File: config.mk
export PLATFORM = sky130hd
export DESIGN_NAME = io_bus_initiator
export DESIGN_NICKNAME = d
export VERILOG_FILES = /design/src/rtl/io_bus_initiator_pkg.sv /design/src/rtl/io_bus_initiator_req_fifo.sv /design/src/rtl/io_bus_initiator.sv
export SDC_FILE = /design/constraint.sdc
export NUM_CORES = 1
export LEC_CHECK = 0
export ABC_AREA = 1
export CAP_MARGIN = 30
export CORE_MARGIN = 2
export CORE_UTILIZATION = 35
export CTS_CLUSTER_DIAMETER = 200
export DETAILED_ROUTE_END_ITERATION = 8
export PLACE_DENSITY = 0.53
export SLEW_MARGIN = 20
export SYNTH_ARGS = -nofsm -noshare
export SYNTH_HDL_FRONTEND = slang
export SYNTH_HIERARCHICAL = 1
export SYNTH_SLANG_ARGS = --single-unit
File: constraint.sdc
create_clock -name clk_100M -period 7.6 [get_ports clk_100M]
set_input_delay 1.14 -clock clk_100M [delete_from_list [all_inputs] [get_ports clk_100M]]
set_output_delay 1.14 -clock clk_100M [all_outputs]
set_load 0.005 [all_outputs]
File: src/rtl/io_bus_initiator_pkg.sv
// Shared types for the peripheral I/O bus initiator: FSM encoding,
// queued request layout and the register offsets of the I/O block.
package io_bus_initiator_pkg;

  typedef enum logic [1:0] {
    ST_IDLE  = 2'd0,
    ST_ISSUE = 2'd1,
    ST_WAIT  = 2'd2,
    ST_RESP  = 2'd3
  } state_e;

  // Register offsets of the GPIO/seg/LED/PS2/UART/VGA block.
  localparam logic [31:0] OFS_SW    = 32'h0000_0000;
  localparam logic [31:0] OFS_BTN   = 32'h0000_0004;
  localparam logic [31:0] OFS_SEG   = 32'h0000_0008;
  localparam logic [31:0] OFS_LED   = 32'h0000_000C;
  localparam logic [31:0] OFS_PS2D  = 32'h0000_0010;
  localparam logic [31:0] OFS_PS2C  = 32'h0000_0014;
  localparam logic [31:0] OFS_UARTD = 32'h0000_0018;
  localparam logic [31:0] OFS_UARTC = 32'h0000_001C;
  localparam logic [31:0] OFS_VGA0  = 32'h0000_0020;
  localparam logic [31:0] OFS_VGA1  = 32'h0000_0024;

  // Queued request: only the word address is kept, the byte offset is dropped.
  typedef struct packed {
    logic        write;
    logic [3:0]  be;
    logic [29:0] waddr;
    logic [31:0] wdata;
  } req_t;

  localparam int REQ_W = $bits(req_t);

  // Word address back to a word-aligned byte address.
  function automatic logic [31:0] word_to_byte_addr(input logic [29:0] waddr);
    return {waddr, 2'b00};
  endfunction

endpackage

File: src/rtl/io_bus_initiator_req_fifo.sv
// Synchronous request FIFO with registered full/empty flags derived from
// an occupancy counter. No bypass: a push while full is always refused.
module io_req_fifo
  import io_bus_initiator_pkg::*;
#(
  parameter int DEPTH = 4,
  parameter int W     = REQ_W
) (
  input  logic         clk_100M,
  input  logic         rst,
  input  logic         push,
  input  logic [W-1:0] wdata,
  input  logic         pop,
  output logic [W-1:0] rdata,
  output logic         full,
  output logic         empty
);

  localparam int AW    = (DEPTH > 1) ? $clog2(DEPTH) : 1;
  localparam int CNT_W = AW + 1;

  logic [W-1:0]     mem_r [DEPTH];
  logic [AW-1:0]    wr_ptr_r;
  logic [AW-1:0]    rd_ptr_r;
  logic [CNT_W-1:0] count_r;
  logic             push_ok_s;
  logic             pop_ok_s;

  assign full      = (count_r == CNT_W'(DEPTH));
  assign empty     = (count_r == CNT_W'(0));
  assign push_ok_s = push & ~full;
  assign pop_ok_s  = pop & ~empty;
  assign rdata     = mem_r[rd_ptr_r];

  // Pointer and occupancy bookkeeping; pointers wrap modulo DEPTH.
  always_ff @(posedge clk_100M) begin
    if (rst) begin
      wr_ptr_r <= '0;
      rd_ptr_r <= '0;
      count_r  <= '0;
    end else begin
      if (push_ok_s) wr_ptr_r <= wr_ptr_r + AW'(1);
      if (pop_ok_s)  rd_ptr_r <= rd_ptr_r + AW'(1);
      case ({push_ok_s, pop_ok_s})
        2'b10:   count_r <= count_r + CNT_W'(1);
        2'b01:   count_r <= count_r - CNT_W'(1);
        default: count_r <= count_r;
      endcase
    end
  end

  // Entry storage; contents need no reset since the flags guard every read.
  always_ff @(posedge clk_100M) begin
    if (push_ok_s) mem_r[wr_ptr_r] <= wdata;
  end

endmodule

File: src/rtl/io_bus_initiator.sv
// Peripheral I/O bus master: queues read/write requests and runs one
// registered bus transaction at a time, returning one response per request.
module io_bus_initiator
  import io_bus_initiator_pkg::*;
#(
  parameter int DEPTH  = 4,
  parameter int RD_LAT = 1
) (
  input  logic        clk_100M,
  input  logic        rst,
  input  logic        req_valid,
  output logic        req_ready,
  input  logic        req_write,
  input  logic [31:0] req_addr,
  input  logic [31:0] req_wdata,
  input  logic [3:0]  req_be,
  output logic        rsp_valid,
  input  logic        rsp_ready,
  output logic        rsp_write,
  output logic [31:0] rsp_rdata,
  output logic [31:0] bus_addr,
  output logic [31:0] bus_dout,
  output logic [3:0]  bus_we,
  output logic        bus_en,
  input  logic [31:0] bus_din,
  output logic        busy
);

  state_e      state_r, state_nx;
  logic        rdy_r;
  logic [31:0] bus_addr_r, bus_addr_nx;
  logic [31:0] bus_dout_r, bus_dout_nx;
  logic [3:0]  bus_we_r, bus_we_nx;
  logic        bus_en_r, bus_en_nx;
  logic        wr_r, wr_nx;
  logic [2:0]  cnt_r, cnt_nx;
  logic        rsp_valid_r, rsp_valid_nx;
  logic        rsp_write_r, rsp_write_nx;
  logic [31:0] rsp_rdata_r, rsp_rdata_nx;

  logic        fifo_full_s, fifo_empty_s, push_s, pop_s;
  req_t        push_req_s, head_s;
  logic        addr_lsb_unused_s;

  // Byte offset is not part of a word transaction.
  assign addr_lsb_unused_s = ^req_addr[1:0];

  // rdy_r keeps req_ready low for the cycle that follows a reset edge.
  assign req_ready  = rdy_r & ~fifo_full_s;
  assign push_s     = req_valid & req_ready;
  assign push_req_s = '{write: req_write, be: req_be, waddr: req_addr[31:2], wdata: req_wdata};
  assign busy       = ~fifo_empty_s | (state_r != ST_IDLE);

  io_req_fifo #(.DEPTH(DEPTH), .W(REQ_W)) u_req_fifo (
    .clk_100M (clk_100M),
    .rst      (rst),
    .push     (push_s),
    .wdata    (push_req_s),
    .pop      (pop_s),
    .rdata    (head_s),
    .full     (fifo_full_s),
    .empty    (fifo_empty_s)
  );

  // Transaction sequencing: next state and next values of all registered outputs.
  always_comb begin
    state_nx     = state_r;
    bus_addr_nx  = bus_addr_r;
    bus_dout_nx  = bus_dout_r;
    bus_we_nx    = bus_we_r;
    bus_en_nx    = bus_en_r;
    wr_nx        = wr_r;
    cnt_nx       = cnt_r;
    rsp_valid_nx = rsp_valid_r;
    rsp_write_nx = rsp_write_r;
    rsp_rdata_nx = rsp_rdata_r;
    pop_s        = 1'b0;
    case (state_r)
      ST_IDLE: begin
        if (!fifo_empty_s) begin
          pop_s       = 1'b1;
          bus_addr_nx = word_to_byte_addr(head_s.waddr);
          bus_dout_nx = head_s.wdata;
          wr_nx       = head_s.write;
          bus_we_nx   = head_s.write ? head_s.be : 4'h0;
          bus_en_nx   = 1'b1;
          state_nx    = ST_ISSUE;
        end else begin
          state_nx    = ST_IDLE;
        end
      end
      ST_ISSUE: begin
        bus_en_nx = 1'b0;
        bus_we_nx = 4'h0;
        cnt_nx    = 3'(RD_LAT - 1);
        state_nx  = ST_WAIT;
      end
      ST_WAIT: begin
        // bus_addr stays put here: the responder's read mux follows it.
        if (cnt_r == 3'd0) begin
          rsp_rdata_nx = wr_r ? 32'h0 : bus_din;
          rsp_write_nx = wr_r;
          rsp_valid_nx = 1'b1;
          state_nx     = ST_RESP;
        end else begin
          cnt_nx = cnt_r - 3'd1;
        end
      end
      ST_RESP: begin
        if (rsp_ready) begin
          rsp_valid_nx = 1'b0;
          state_nx     = ST_IDLE;
        end else begin
          state_nx     = ST_RESP;
        end
      end
      default: begin
        state_nx  = ST_IDLE;
        bus_en_nx = 1'b0;
        bus_we_nx = 4'h0;
      end
    endcase
  end

  // State and output registers; reset aborts any transaction in flight.
  always_ff @(posedge clk_100M) begin
    if (rst) begin
      state_r     <= ST_IDLE;
      rdy_r       <= 1'b0;
      bus_addr_r  <= 32'h0;
      bus_dout_r  <= 32'h0;
      bus_we_r    <= 4'h0;
      bus_en_r    <= 1'b0;
      wr_r        <= 1'b0;
      cnt_r       <= 3'd0;
      rsp_valid_r <= 1'b0;
      rsp_write_r <= 1'b0;
      rsp_rdata_r <= 32'h0;
    end else begin
      state_r     <= state_nx;
      rdy_r       <= 1'b1;
      bus_addr_r  <= bus_addr_nx;
      bus_dout_r  <= bus_dout_nx;
      bus_we_r    <= bus_we_nx;
      bus_en_r    <= bus_en_nx;
      wr_r        <= wr_nx;
      cnt_r       <= cnt_nx;
      rsp_valid_r <= rsp_valid_nx;
      rsp_write_r <= rsp_write_nx;
      rsp_rdata_r <= rsp_rdata_nx;
    end
  end

  assign bus_addr  = bus_addr_r;
  assign bus_dout  = bus_dout_r;
  assign bus_we    = bus_we_r;
  assign bus_en    = bus_en_r;
  assign rsp_valid = rsp_valid_r;
  assign rsp_write = rsp_write_r;
  assign rsp_rdata = rsp_rdata_r;

endmodule

**After elaboration in Yosys (flattened, before gate mapping)**

Memories as Yosys holds them, arrays and structs flattened. A register that Yosys moved wholly into a read port is not among the register bits.
Index checks and enable logic that the tools add are counted.

- Register bits after elaboration: 115
- Output and inout port bits: 105
- RAM bits: 268
- Logic and storage cells: 73
- Bits of input ports: 105
- Memories kept: 1

Memory list:

| memory | words | width | read ports | clocked after memory_dff | wr ports | line | text |
|---|---|---|---|---|---|---|---|
| u_req_fifo.mem_r | 4 | 67 | 1 | 1 | 1 | io_bus_initiator_req_fifo.sv:22 | `logic [W-1:0] mem_r [DEPTH];` |

- Bitwise gates (word level): 7
- Equality and inequality tests: 10
- Reduce and logical (&&, ||, !) cells: 13
- Mux-type cells: 23
- Add/subtract/negate cells: 5

Operators by type and width:

| cell | number |
|---|---|
| 32-bit two-way mux | 1 |
| 3-bit one-hot mux with 2 select lines | 2 |
| 2-bit nonzero test | 5 |
| 1-bit two-way mux | 9 |
| 2-bit two-way mux | 4 |
| 4-bit two-way mux | 2 |
| 2-bit inequality test, second input constant | 4 |
| 2-bit one-hot mux with 4 select lines | 1 |
| 4-bit one-hot mux with 2 select lines | 1 |
| 2-bit AND reduction | 4 |
| 2-bit == test, second input constant | 3 |
| 3-bit logical NOT | 2 |
| 3-bit by 1-bit subtractor with 3-bit output, second input constant | 2 |
| 2-bit by 1-bit adder with 2-bit output, second input constant | 2 |
| 1-bit bitwise AND | 4 |
| 2-bit by 1-bit == test with 1-bit output, second input constant | 2 |
| 1-bit one-hot mux with 2 select lines | 2 |
| 3-bit by 1-bit adder with 3-bit output, second input constant | 1 |
| 3-bit == test, second input constant | 1 |
| 3-bit two-way mux | 1 |
| 3-bit AND reduction | 1 |
| 2-bit logical NOT | 1 |
| 1-bit inverter | 2 |
| 1-bit bitwise OR | 1 |

**Longest topological paths before layout**

- Depth after elaboration: 7
- Mapped depth: 18
- Gate-level depth less buffers: 17

**Hierarchy**

The synthesis kept the hierarchy.

Modules (own cells, without submodules):

| module | sequential area each (sq um) | times used | area an instance (sq um) | cells an instance |
|---|---|---|---|---|
| io_req_fifo | 8227.9 | 1 | 10421.2 | 718 |
| io_bus_initiator | 2162.1 | 1 | 4330.4 | 583 |

**Least setup slack after synthesis**

Ideal clock, no wire load.

- Kind: input port to flip-flop
- Start point: in req_valid
- End point: mem u_req_fifo/mem_r[0][0] (netlist name) (enable)
- Setup time: 0.493 ns
- Path slack: 2.675 ns
- Arrival time: 4.432 ns
- Stages on the path: 3
- Cell sequence: nor3b_1 nand2_1 nor2_1

- Longest elaborated chain between the ends: 4

RTL lines:

| item | line | text |
|---|---|---|
| start, declared | io_bus_initiator.sv:11 | `input logic req_valid,` |
| 1-bit bitwise AND | io_bus_initiator.sv:50 | `assign push_s = req_valid & req_ready;` |
| 1-bit bitwise AND | io_bus_initiator_req_fifo.sv:31 | `assign push_ok_s = push & ~full;` |
| 1-bit two-way mux | io_bus_initiator_req_fifo.sv:54 | `if (push_ok_s) mem_r[wr_ptr_r] <= wdata;` |
| 1-bit two-way mux (implied by the code) | io_bus_initiator_req_fifo.sv:54 |  |
| end, declared | io_bus_initiator_req_fifo.sv:22 |  |

Every way passes these cells.

**Worst setup path after layout**

- Start point: in req_valid
- End point: mem u_req_fifo/mem_r[2][60] (netlist name) (enable)

- Longest elaborated chain between the ends: 4

RTL lines:

| item | line | text |
|---|---|---|
| 1-bit bitwise AND | io_bus_initiator.sv:50 |  |
| net push_s | io_bus_initiator.sv:41 | `logic fifo_full_s, fifo_empty_s, push_s, pop_s;` |
| 1-bit bitwise AND | io_bus_initiator_req_fifo.sv:31 |  |
| 1-bit two-way mux | io_bus_initiator_req_fifo.sv:54 |  |
| 1-bit two-way mux (implied by the code) | io_bus_initiator_req_fifo.sv:54 |  |

The timed path passes the listed nets, and every way through them passes these cells.

==> reports/results.tsv <==
metric	value	unit
cp_cell_sequence	clkdlybuf4s50_1 > nor3b_1 > nand2_1 > nor2_4 > buf_4	
avgSynthCellArea	11.3	µm²
globalRoute.totalOverflow	0	
p_leak	6.59	nW
syn-cell-area	14800	µm²
pin_count	210	
final_nets	1598	
clock_path_buffers	3	
stdcell_area	18500	µm²
initial_core_util	0.353	
finalSetupTns	0	ns
routed_wirelength	35600	µm
dp.final_hpwl	19100	µm
ant_nets	0	
path_clk_slew	0.06	ns
yosys_warnings	6	
cts_made_buffers	42	
rsz0062_at_grt	false	
setup_violations	0	
slew_viol_final	0	
die_area	43800	µm²
fin_crit_sh	0.474	
wl_per_cell	17.3	µm
critical-path-top-delay-family	simple AND/OR/NAND/NOR gates	
fill_cells	3913	
synth_common_cells	nor2_1 (293), edfxtp_1 (268), nand2_1 (153)	
synth_flop_cell	edfxtp_1	
ir_worst_vdd	0.280	mV
cap_viol_max_count	0	
worst_path_largest_cell_delay	0.71	ns
dp.cells	1977	
final_cells	2059	
cp_max_fo	45	
layout-drive-gt1-share	0.0791	
synth_cell_type_count	31	
viasPerCell	4.75	
relSlewSlack	0.431	
end_kind	register	
crit_type	input port to register	
yosys.area.top_type_share	0.546	
fin_util	0.444	
drc	0	
final.setup_skew	0.0120	ns
arrival	3.77	ns
drt_iter0_drc	474	
cellPowerDensity	362	nW/µm²
grt_pass1_wl	54900	µm
antenna_found_initial	6	
synth_enable_flop_cells	268	
yosysSeqAreaShare	0.704	
period_minus_slack	3.60	ns
routed-via-count	9776	
hold_viol	0	
h-tree-depth	2	
cts_setup_buffers	0	
status	finished clean	
grt_max_degree	135	
cts_tree	built	
synthArstFlopShare	0	
ys_ff_latch	385	
post_cts_resized	0	
cts.sinks	385	
worst_pin_slew	0.853	ns
grt_pass1_vias	9541	
drt_first_pass_iters	5	
holdWs	0.464	ns
grt.total_usage	0.161	
synth_top_area_cell	edfxtp_1	
critPathRequiredTime	7.77	ns
ctsHoldBuffers	0	
slowest_stage	nor2_4	
clkLatencyLatePin	0.55	ns
gp_congestion	0.759	
synth_most_common_cell	nor2_1	
ys_top_cells_by_area	edfxtp_1 (55%), dfxtp_1 (16%), nor2_1 (7.5%)	
hp-class	register to register	
core	41800	µm²
area_growth_syn_to_layout	25.7	%
synthCells	1301	
die_w	209	µm
critPathBufInv	2	
cts_root_buf	clkbuf_16	
startpoint_type	input port	
core.rowCount	75	
dieHeight	209	µm
place_area	17100	µm²
fmax	278	MHz
portBuffers	205	
## through the flow
stage	setup WS [ns]	power (mW)
after floorplan	2.67	3.99
after global placement	3.34	4.72
after detailed placement	3.35	4.74
after CTS	3.94	6.82
after global routing	3.71	7.14
final	4.00	6.72
## cells by family (layout without fill, tap and decap cells)
kind of cell | count (synthesis) | after routing | share of synthesized area
compound gates | 289 | 289 | 0.109
fa+ha+maj | 8 | 8 | 0.00729
buf+inv | 145 | 361 | 0.0536
flops | 385 | 385 | 0.704
other cells | 1 | 4 | 0.000254
simple gates | 473 | 473 | 0.126
## worst register-to-register path, stage by stage, from the launching register on
cell     delay [ns]
dfxtp_1        0.34
nor2_1         0.07
nand2_1        0.10
inv_1          0.07
nor3b_1        0.36
nand2_1        0.37
nor2_4         0.72
buf_4          0.72
## worst paths after layout
path                         startpoint                      end  slack [ns]  cells past startpoint
setup reg to reg  u_req_fifo/count_r[1]  u_req_fifo/mem_r[2][60]        4.46                      7
hold / removal                bus_we[1]                bus_we[1]        0.46                      2
setup / recovery              req_valid  u_req_fifo/mem_r[2][60]        4.00                      5
hold reg to reg               bus_we[1]                bus_we[1]        0.46                      2
## flip-flops by register name, summed over array words and instances (netlist names), named ones only
| name | flops |
|---|---|
| state_r | 2 |
| wr_r | 1 |
| u_req_fifo/wr_ptr_r | 2 |
| rdy_r | 1 |
| u_req_fifo/rd_ptr_r | 2 |
| bus_dout | 32 |
| bus_addr | 30 |
| bus_we | 4 |
| cnt_r | 3 |
| rsp_rdata | 32 |
| rsp_write | 1 |
| u_req_fifo/mem_r | 268 |
| rsp_valid | 1 |
| bus_en | 1 |
| u_req_fifo/count_r | 3 |
## final cells by class
type / instances / area [µm²] / share of cell area
inverter: 66 / 259 / 0.0140
clock buffer: 66 / 1240 / 0.0670
timing repair buffer: 218 / 2200 / 0.119
clock inverter: 11 / 156 / 0.00844
antenna: 2 / 5.00 / 0.000270
tap: 539 / 674 / 0.0364
sequential: 385 / 10400 / 0.561
multi-input combinational: 772 / 3600 / 0.194
## layer usage
layer  wire length (µm)  part of all wire  vias to the layer above  global-route usage
li1                   -                 -                     4833                   -
met1              16400              0.46                     4643               0.215
met2              16100              0.45                      231               0.258
met3               2240             0.063                       59              0.0429
met4                726             0.020                       10              0.0502
met5                 69            0.0019                        -                   0
## power breakdown
group	leakage, nW	internal, mW	switching, mW	total [mW]
registers	3.40	2.55	0.195	2.74
logic	2.51	0.794	1.12	1.92
clock network	0.685	1.26	0.798	2.05
total	6.59	4.60	2.12	6.72
## cell usage in the layout (no fill, tap or decap), types with 2 or more instances in the layout
cell type,n
clkbuf_16,43
clkdlybuf4s50_1,204
buf_12,3
buf_4,9
nor2_4,5
clkinv_2,5
conb_1,2
ha_1,7
clkinv_1,2
bufinv_16,4
inv_2,4
o21ai_2,20
dfxtp_1,115
o21ai_1,33
nor2_1,289
o21ai_0,147
nand3_1,9
o22ai_1,67
clkbuf_1,15
clkbuf_8,8
nor2_2,10
a21oi_1,22
inv_1,59
diode_2,2
edfxtp_1,268
nand4_1,4
nand2_1,153
No activity file was read; power rests on OpenSTA's default activity.
